$ cat src/rtl/dslope_adc_pkg.sv
// -----------------------------------------------------------------------------
// dslope_adc_pkg
//   Shared definitions for the dual-slope ADC sequencer: the conversion state
//   encoding, default parameter values and a small elaboration-time helper.
//   No ports.
// -----------------------------------------------------------------------------
package dslope_adc_pkg;

  typedef enum logic [2:0] {
    IDLE      = 3'd0,
    WAIT_RDY  = 3'd1,
    DISCHARGE = 3'd2,
    INTEGRATE = 3'd3,
    DEINT     = 3'd4,
    DONE      = 3'd5
  } dsadc_state_e;

  localparam int DEF_N_CH       = 4;
  localparam int DEF_CNT_W      = 12;
  localparam int DEF_INT_CYCLES = 1024;
  localparam int DEF_DIS_CYCLES = 16;

  // Larger of two cycle counts; sizes the shared phase timer.
  function automatic int max_int(input int a, input int b);
    return (a > b) ? a : b;
  endfunction

endpackage

$ cat src/rtl/dslope_sync2.sv
// -----------------------------------------------------------------------------
// dslope_sync2
//   Two-flop synchroniser bringing the asynchronous comparator output into the
//   clk_i domain. Resets to 0.
//   Ports:
//     clk_i    in  clock
//     rst_n_i  in  asynchronous active-low reset
//     d        in  asynchronous input
//     q        out synchronised output (two-cycle latency)
// -----------------------------------------------------------------------------
module dslope_sync2 (
  input  logic clk_i,
  input  logic rst_n_i,
  input  logic d,
  output logic q
);

  logic r_meta;
  logic r_q;

  // NOTE: sequential state uses non-blocking assignments so every flop samples
  // the pre-edge value; with blocking '=' d would race straight through both
  // stages in one cycle.
  always_ff @(posedge clk_i or negedge rst_n_i) begin
    if (!rst_n_i) begin
      r_meta <= 1'b0;
      r_q    <= 1'b0;
    end else begin
      r_meta <= d;
      r_q    <= r_meta;
    end
  end

  assign q = r_q;

endmodule

$ cat src/rtl/dslope_adc_seq.sv
// -----------------------------------------------------------------------------
// dslope_adc_seq
//   Multi-channel dual-slope ADC sequencer. On trigger it converts either all
//   channels 0..N_CH-1 or one requested channel. Each conversion runs
//   WAIT_RDY -> DISCHARGE (DIS_CYCLES) -> INTEGRATE (INT_CYCLES) -> DEINT
//   (counts cycles while the synchronised comparator is high) -> DONE
//   (one-cycle result strobe). The last channel of a scan sets a sticky
//   interrupt.
//
//   Optional feature macro: DSADC_TIMEOUT_EN
//     When defined, DEINT ends once the count has saturated at all-ones; the
//     result is all-ones and the extra output ovf_o pulses with result_valid_o.
//     When undefined, the count wraps and DEINT waits for the comparator.
//
//   Ports:
//     clk_i, rst_n_i       clock, asynchronous active-low reset
//     trigger_i            start a scan (accepted in IDLE only)
//     scan_all_i           1: scan all channels, 0: convert ch_req_i only
//     ch_req_i             channel for single-channel conversion
//     analog_ready_i       front end settled (checked in WAIT_RDY only)
//     comp_i               asynchronous comparator, 1 = above threshold
//     interrupt_clear_i    clears interrupt_o (a simultaneous set wins)
//     ch_sel_o             analog mux select
//     discharge_o          integrator discharge switch
//     integrate_o          input connected to integrator
//     deintegrate_o        reference connected to integrator
//     busy_o               sequencer not idle
//     result_o/result_ch_o last count and its channel
//     result_valid_o       one-cycle result strobe
//     interrupt_o          sticky scan-complete flag
//     ovf_o                (DSADC_TIMEOUT_EN only) de-integrate timeout strobe
// -----------------------------------------------------------------------------
module dslope_adc_seq
  import dslope_adc_pkg::*;
#(
  parameter int N_CH       = DEF_N_CH,
  parameter int CNT_W      = DEF_CNT_W,
  parameter int INT_CYCLES = DEF_INT_CYCLES,
  parameter int DIS_CYCLES = DEF_DIS_CYCLES,
  localparam int CH_W      = (N_CH > 1) ? $clog2(N_CH) : 1
) (
  input  logic             clk_i,
  input  logic             rst_n_i,
  input  logic             trigger_i,
  input  logic             scan_all_i,
  input  logic [CH_W-1:0]  ch_req_i,
  input  logic             analog_ready_i,
  input  logic             comp_i,
  input  logic             interrupt_clear_i,
  output logic [CH_W-1:0]  ch_sel_o,
  output logic             discharge_o,
  output logic             integrate_o,
  output logic             deintegrate_o,
  output logic             busy_o,
  output logic [CNT_W-1:0] result_o,
  output logic [CH_W-1:0]  result_ch_o,
  output logic             result_valid_o,
  output logic             interrupt_o
`ifdef DSADC_TIMEOUT_EN
  ,
  output logic             ovf_o
`endif
);

  // One timer serves both fixed-length phases; it counts 0 .. length-1.
  localparam int TMR_MAX = max_int(INT_CYCLES, DIS_CYCLES);
  localparam int TMR_W   = (TMR_MAX > 1) ? $clog2(TMR_MAX) : 1;

  localparam logic [TMR_W-1:0] DIS_LAST = TMR_W'(DIS_CYCLES - 1);
  localparam logic [TMR_W-1:0] INT_LAST = TMR_W'(INT_CYCLES - 1);
  localparam logic [CH_W-1:0]  CH_LAST  = CH_W'(N_CH - 1);

  dsadc_state_e     r_state,     w_state_nxt;
  logic [TMR_W-1:0] r_timer,     w_timer_nxt;
  logic [CNT_W-1:0] r_cnt,       w_cnt_nxt;
  logic [CH_W-1:0]  r_ch,        w_ch_nxt;
  logic             r_scan_all,  w_scan_all_nxt;
  logic [CNT_W-1:0] r_result,    w_result_nxt;
  logic [CH_W-1:0]  r_result_ch, w_result_ch_nxt;
  logic             r_irq,       w_irq_nxt;
  logic             w_irq_set;
  logic             r_dis, r_int, r_deint, r_busy, r_valid;
  logic             w_comp_s;
`ifdef DSADC_TIMEOUT_EN
  logic             r_ovf, w_ovf_nxt;
`endif

  dslope_sync2 u_comp_sync (
    .clk_i   (clk_i),
    .rst_n_i (rst_n_i),
    .d       (comp_i),
    .q       (w_comp_s)
  );

  // NOTE: every signal written here gets a default before the case; a path
  // that leaves one unassigned would infer a latch.
  always_comb begin
    w_state_nxt     = r_state;
    w_timer_nxt     = r_timer;
    w_cnt_nxt       = r_cnt;
    w_ch_nxt        = r_ch;
    w_scan_all_nxt  = r_scan_all;
    w_result_nxt    = r_result;
    w_result_ch_nxt = r_result_ch;
    w_irq_set       = 1'b0;
`ifdef DSADC_TIMEOUT_EN
    w_ovf_nxt       = 1'b0;
`endif

    case (r_state)
      IDLE: begin
        if (trigger_i) begin
          w_ch_nxt       = scan_all_i ? '0 : ch_req_i;
          w_scan_all_nxt = scan_all_i;
          w_state_nxt    = WAIT_RDY;
        end
      end

      WAIT_RDY: begin
        w_timer_nxt = '0;
        if (analog_ready_i) w_state_nxt = DISCHARGE;
      end

      DISCHARGE: begin
        if (r_timer == DIS_LAST) begin
          w_timer_nxt = '0;
          w_state_nxt = INTEGRATE;
        end else begin
          w_timer_nxt = r_timer + TMR_W'(1);
        end
      end

      INTEGRATE: begin
        if (r_timer == INT_LAST) begin
          w_timer_nxt = '0;
          w_cnt_nxt   = '0;
          w_state_nxt = DEINT;
        end else begin
          w_timer_nxt = r_timer + TMR_W'(1);
        end
      end

      DEINT: begin
        if (!w_comp_s) begin
          w_result_nxt    = r_cnt;
          w_result_ch_nxt = r_ch;
          w_state_nxt     = DONE;
`ifdef DSADC_TIMEOUT_EN
        end else if (&r_cnt) begin
          // Comparator still high with the count saturated: give up.
          w_result_nxt    = '1;
          w_result_ch_nxt = r_ch;
          w_ovf_nxt       = 1'b1;
          w_state_nxt     = DONE;
`endif
        end else begin
          w_cnt_nxt = r_cnt + CNT_W'(1);
        end
      end

      DONE: begin
        if (r_scan_all && (r_ch != CH_LAST)) begin
          w_ch_nxt    = r_ch + CH_W'(1);
          w_state_nxt = WAIT_RDY;
        end else begin
          w_irq_set   = 1'b1;
          w_state_nxt = IDLE;
        end
      end

      default: w_state_nxt = IDLE;
    endcase

    // Set has priority over a coincident clear.
    w_irq_nxt = w_irq_set | (r_irq & ~interrupt_clear_i);
  end

  always_ff @(posedge clk_i or negedge rst_n_i) begin
    if (!rst_n_i) begin
      r_state     <= IDLE;
      r_timer     <= '0;
      r_cnt       <= '0;
      r_ch        <= '0;
      r_scan_all  <= 1'b0;
      r_result    <= '0;
      r_result_ch <= '0;
      r_irq       <= 1'b0;
      r_dis       <= 1'b0;
      r_int       <= 1'b0;
      r_deint     <= 1'b0;
      r_busy      <= 1'b0;
      r_valid     <= 1'b0;
    end else begin
      r_state     <= w_state_nxt;
      r_timer     <= w_timer_nxt;
      r_cnt       <= w_cnt_nxt;
      r_ch        <= w_ch_nxt;
      r_scan_all  <= w_scan_all_nxt;
      r_result    <= w_result_nxt;
      r_result_ch <= w_result_ch_nxt;
      r_irq       <= w_irq_nxt;
      // Switch controls are decoded from the next state and registered, so
      // they change glitch-free exactly on state entry and are one-hot.
      r_dis       <= (w_state_nxt == DISCHARGE);
      r_int       <= (w_state_nxt == INTEGRATE);
      r_deint     <= (w_state_nxt == DEINT);
      r_busy      <= (w_state_nxt != IDLE);
      r_valid     <= (w_state_nxt == DONE);
    end
  end

`ifdef DSADC_TIMEOUT_EN
  always_ff @(posedge clk_i or negedge rst_n_i) begin
    if (!rst_n_i) r_ovf <= 1'b0;
    else          r_ovf <= w_ovf_nxt;
  end

  assign ovf_o = r_ovf;
`endif

  assign ch_sel_o       = r_ch;
  assign discharge_o    = r_dis;
  assign integrate_o    = r_int;
  assign deintegrate_o  = r_deint;
  assign busy_o         = r_busy;
  assign result_o       = r_result;
  assign result_ch_o    = r_result_ch;
  assign result_valid_o = r_valid;
  assign interrupt_o    = r_irq;

endmodule

$ cat config.mk
export PLATFORM = sky130hd
export DESIGN_NAME = dslope_adc_seq
export DESIGN_NICKNAME = d
export VERILOG_FILES = /design/src/rtl/dslope_adc_pkg.sv /design/src/rtl/dslope_sync2.sv /design/src/rtl/dslope_adc_seq.sv
export SDC_FILE = /design/constraint.sdc
export NUM_CORES = 1
export LEC_CHECK = 0
export BUFFER_PORTS_ARGS = -buffer_cell sky130_fd_sc_hd__buf_2
export CAP_MARGIN = 20
export CORE_MARGIN = 5
export CORE_UTILIZATION = 42
export CTS_CLUSTER_SIZE = 30
export DETAILED_ROUTE_END_ITERATION = 6
export PLACE_DENSITY = 0.63
export SETUP_SLACK_MARGIN = 0.05
export SYNTH_ARGS = -nofsm -noshare
export SYNTH_HDL_FRONTEND = slang
export SYNTH_HIERARCHICAL = 1
export SYNTH_SLANG_ARGS = --single-unit
$ cat constraint.sdc
create_clock -name clk_i -period 3.2 [get_ports clk_i]
set_input_delay 0.16 -clock clk_i [delete_from_list [all_inputs] [get_ports clk_i]]
set_output_delay 0.16 -clock clk_i [all_outputs]
set_load 0.01 [all_outputs]
==> impl_metrics.env <==
export IMPL_status="finished, final reports clean"
export IMPL_rsz0062_at_grt="false"
export IMPL_crit_start="r_state[0]$_DFF_PN0_"
export IMPL_grt_max_degree=51
export IMPL_area_delta_synth_final_pct=13.73
export IMPL_synth_top_cell_area_share_pct=52.60
export IMPL_ys_types=52
export IMPL_cp_start_kind="flip-flop"
export IMPL_leakage_nw=1.255
export IMPL_fin_tns_setup_ps=0
export IMPL_synth_area_mm2=0.002379
export IMPL_cp_end_kind="flip-flop"
export IMPL_fin_skew_ps=6.912
export IMPL_nets=250
export IMPL_std_cell_rows=27
export IMPL_synth_cells=205
export IMPL_post_cts_buffers=0
export IMPL_globalplace_congestion=0.7912
export IMPL_port_buffers=30
export IMPL_first_global_vias=1534
export IMPL_r2r_start="r_state[0]$_DFF_PN0_"
export IMPL_cts_tree="built"
export IMPL_rr_worst_depth=2
export IMPL_relSlewSlack_pct=37.00
export IMPL_synth_most_common_cell="dfrtp_1"
export IMPL_drt_pass1_iterations=4
export IMPL_highest_layer="met4"
export IMPL_clock_sinks=50
export IMPL_drc=0
export IMPL_tightestPinTransition_ps=941.0
export IMPL_ys_flop_type="dfrtp_1"
export IMPL_clockBufferDepth=2
export IMPL_die_w_um=85.26
export IMPL_wl_per_cell_um=14.06
export IMPL_grt_pass1_wl_mm=7.203
export IMPL_synth_warnings=6
export IMPL_critPathKind="reg2reg"
export IMPL_diodes=0
export IMPL_core_mm2=0.005507
export IMPL_drv_slew=0
export IMPL_hold_ws_ps=29.15
export IMPL_period_share_pct=62.00
export IMPL_met3_wirelength_um=259
export IMPL_synth_nets=217
export IMPL_power_density_mw_per_mm2=518.2
export IMPL_finalCriticalPeriod_ps=1984
export IMPL_syn_avg_cell_area_um2=11.60
export IMPL_ys_ff_latch=50
export IMPL_peakVddDrop_uv=291.7
export IMPL_drt_wl_total_mm=4.374
export IMPL_cts_buffers=5
export IMPL_hp_class="in2reg"
export IMPL_cp_data_arrival_time_ps=2180
export IMPL_rrSetupSlack_ps=1220
export IMPL_ctsHtreeMaxLevel=2
export IMPL_finalHoldViolCount=0
export IMPL_setup_viol_count_final=0
export IMPL_die_height_um=85.26
export IMPL_clk_insertion_delay_late_ps=300
export IMPL_antenna_found_initial=0
export IMPL_grt_overflow=0
export IMPL_die_area_mm2=0.007268
export IMPL_max_freq_ghz=0.5040
export IMPL_worstPathRequired_ps=3390
export IMPL_drt_vias_per_instance=5.318
export IMPL_async_flop_share_pct=100.0
export IMPL_wl_met2_mm=1.907
export IMPL_worst_path_max_fanout=15
export IMPL_initial_core_util_pct=43.19
export IMPL_drive_gt1_share_pct=28.87
export IMPL_cp_endpoint="result_o[6]$_DFFE_PN0P_"
export IMPL_synth_edf_count=0
export IMPL_wl_met1_mm=2.159
export IMPL_yosys_top_cells_area="dfrtp_1 (53%), mux2_2 (7.6%), nor2_1 (2.4%), nand2_1 (2.2%), xnor2_1 (2.2%)"
export IMPL_ys_seq_area_share_pct=52.60
export IMPL_reg2reg_to="result_o[6]$_DFFE_PN0P_"
export IMPL_io_pins=31
export IMPL_drt_iter0_markers=84
export IMPL_final_antenna_net_count=0
export IMPL_maxCapViolations=0
export IMPL_hpwl_mm=2.996
export IMPL_grt_total_usage_pct=12.13
export IMPL_synth_common_cells="dfrtp_1 (50), mux2_2 (16), nor2_1 (15)"
export IMPL_cts_root_buf="clkbuf_8"
export IMPL_vias=1654
export IMPL_yosys_area_top_type="dfrtp_1"
export IMPL_power_w=0.001402
export IMPL_path_clk_slew_ps=100
## registers in the layout, summed over array words and instances, names as in the netlist
register,count
r_cnt,12
result_o,12
r_timer,10
r_state,3
ch_sel_o,2
result_ch_o,2
busy_o,1
deintegrate_o,1
discharge_o,1
integrate_o,1
interrupt_o,1
r_scan_all,1
result_valid_o,1
u_comp_sync/q,1
u_comp_sync/r_meta,1
## kinds of logic after synthesis
group                      count (synthesis)  share of synthesized area, %
and+or+nand+nor                           83                         21.83
AOI/OAI and AO/OA                         28                         8.575
adders and majority gates                  3                         1.578
xor gates and xnor gates                  10                         3.682
muxes                                     19                         8.837
buffers and inverters                     12                         2.893
DFF                                       50                         52.60
## worst min-delay path by stage
stage                       from                            to  slack (ps)  depth (start not counted)
6_report       interrupt_clear_i         interrupt_o$_DFF_PN0_          30                          2
5_1_grt        interrupt_clear_i         interrupt_o$_DFF_PN0_          20                          2
4_1_cts        interrupt_clear_i         interrupt_o$_DFF_PN0_          20                          2
3_5_place_dp              comp_i  u_comp_sync/r_meta$_DFF_PN0_         270                          1
3_3_place_gp              comp_i  u_comp_sync/r_meta$_DFF_PN0_         270                          1
2_1_floorplan            rst_n_i              busy_o$_DFF_PN0_        -140                          0
## power breakdown
| group | internal, W | total (W) | switching (W) |
|---|---|---|---|
| clock network | 0.000157 | 0.000380 | 0.000223 |
| logic | 0.000116 | 0.000217 | 0.000101 |
| registers | 0.000700 | 0.000804 | 0.000104 |
## critical path, cell delays in order, from the launching register on
cell and delay [ps]:
dfrtp_1 570, nor4b_4 890, mux2_2 410
## metal layers
metal / vias up / track usage [%]
li1: 821 / -
met2: 33 / 18.86
met4: 0 / 3.022
met1: 795 / 16.66
met3: 5 / 3.495
met5: - / 0
## layout make-up
cell class                 count  area [um2]
clock inverter                 3       23.77
clock buffer                   5       68.82
multi-input combinational    143        1059
timing repair buffer          34       197.7
fill                         497        2801
sequential                    50        1251
tap                           72       90.09
inverter                       4       15.01
## layout by cell type, fill, tap and decap left out, drive strengths merged, types with 3 or more instances in the layout
cell type and instances:
dfrtp 50, buf 32, mux2 16, nor2 15
nand2 14, nand3 9, nor4 9, o21ai 9
xnor2 6, nor3 6, nand4 6, clkbuf 5
inv 5, xor2 4, o31ai 4, a21oi 3
or3 3, mux2i 3, ha 3
## stage by stage
step	cells	instance area, um2	util [%]	setup slack, ps
after global routing	311	2705	49.13	1072
after detailed placement	300	2572	46.72	1198
after CTS	309	2675	48.58	1182
final	311	2705	49.13	1216
after floorplan	205	2379	-	1487
after global placement	300	2572	46.72	1231
## timing repair
action / 4_1_cts / 5_1_grt
resized for setup: 0 / 0
hold buffers: 1 / 1
endpoints found under the hold margin: 1 / 11
No activity file was read; power rests on OpenSTA's default activity.
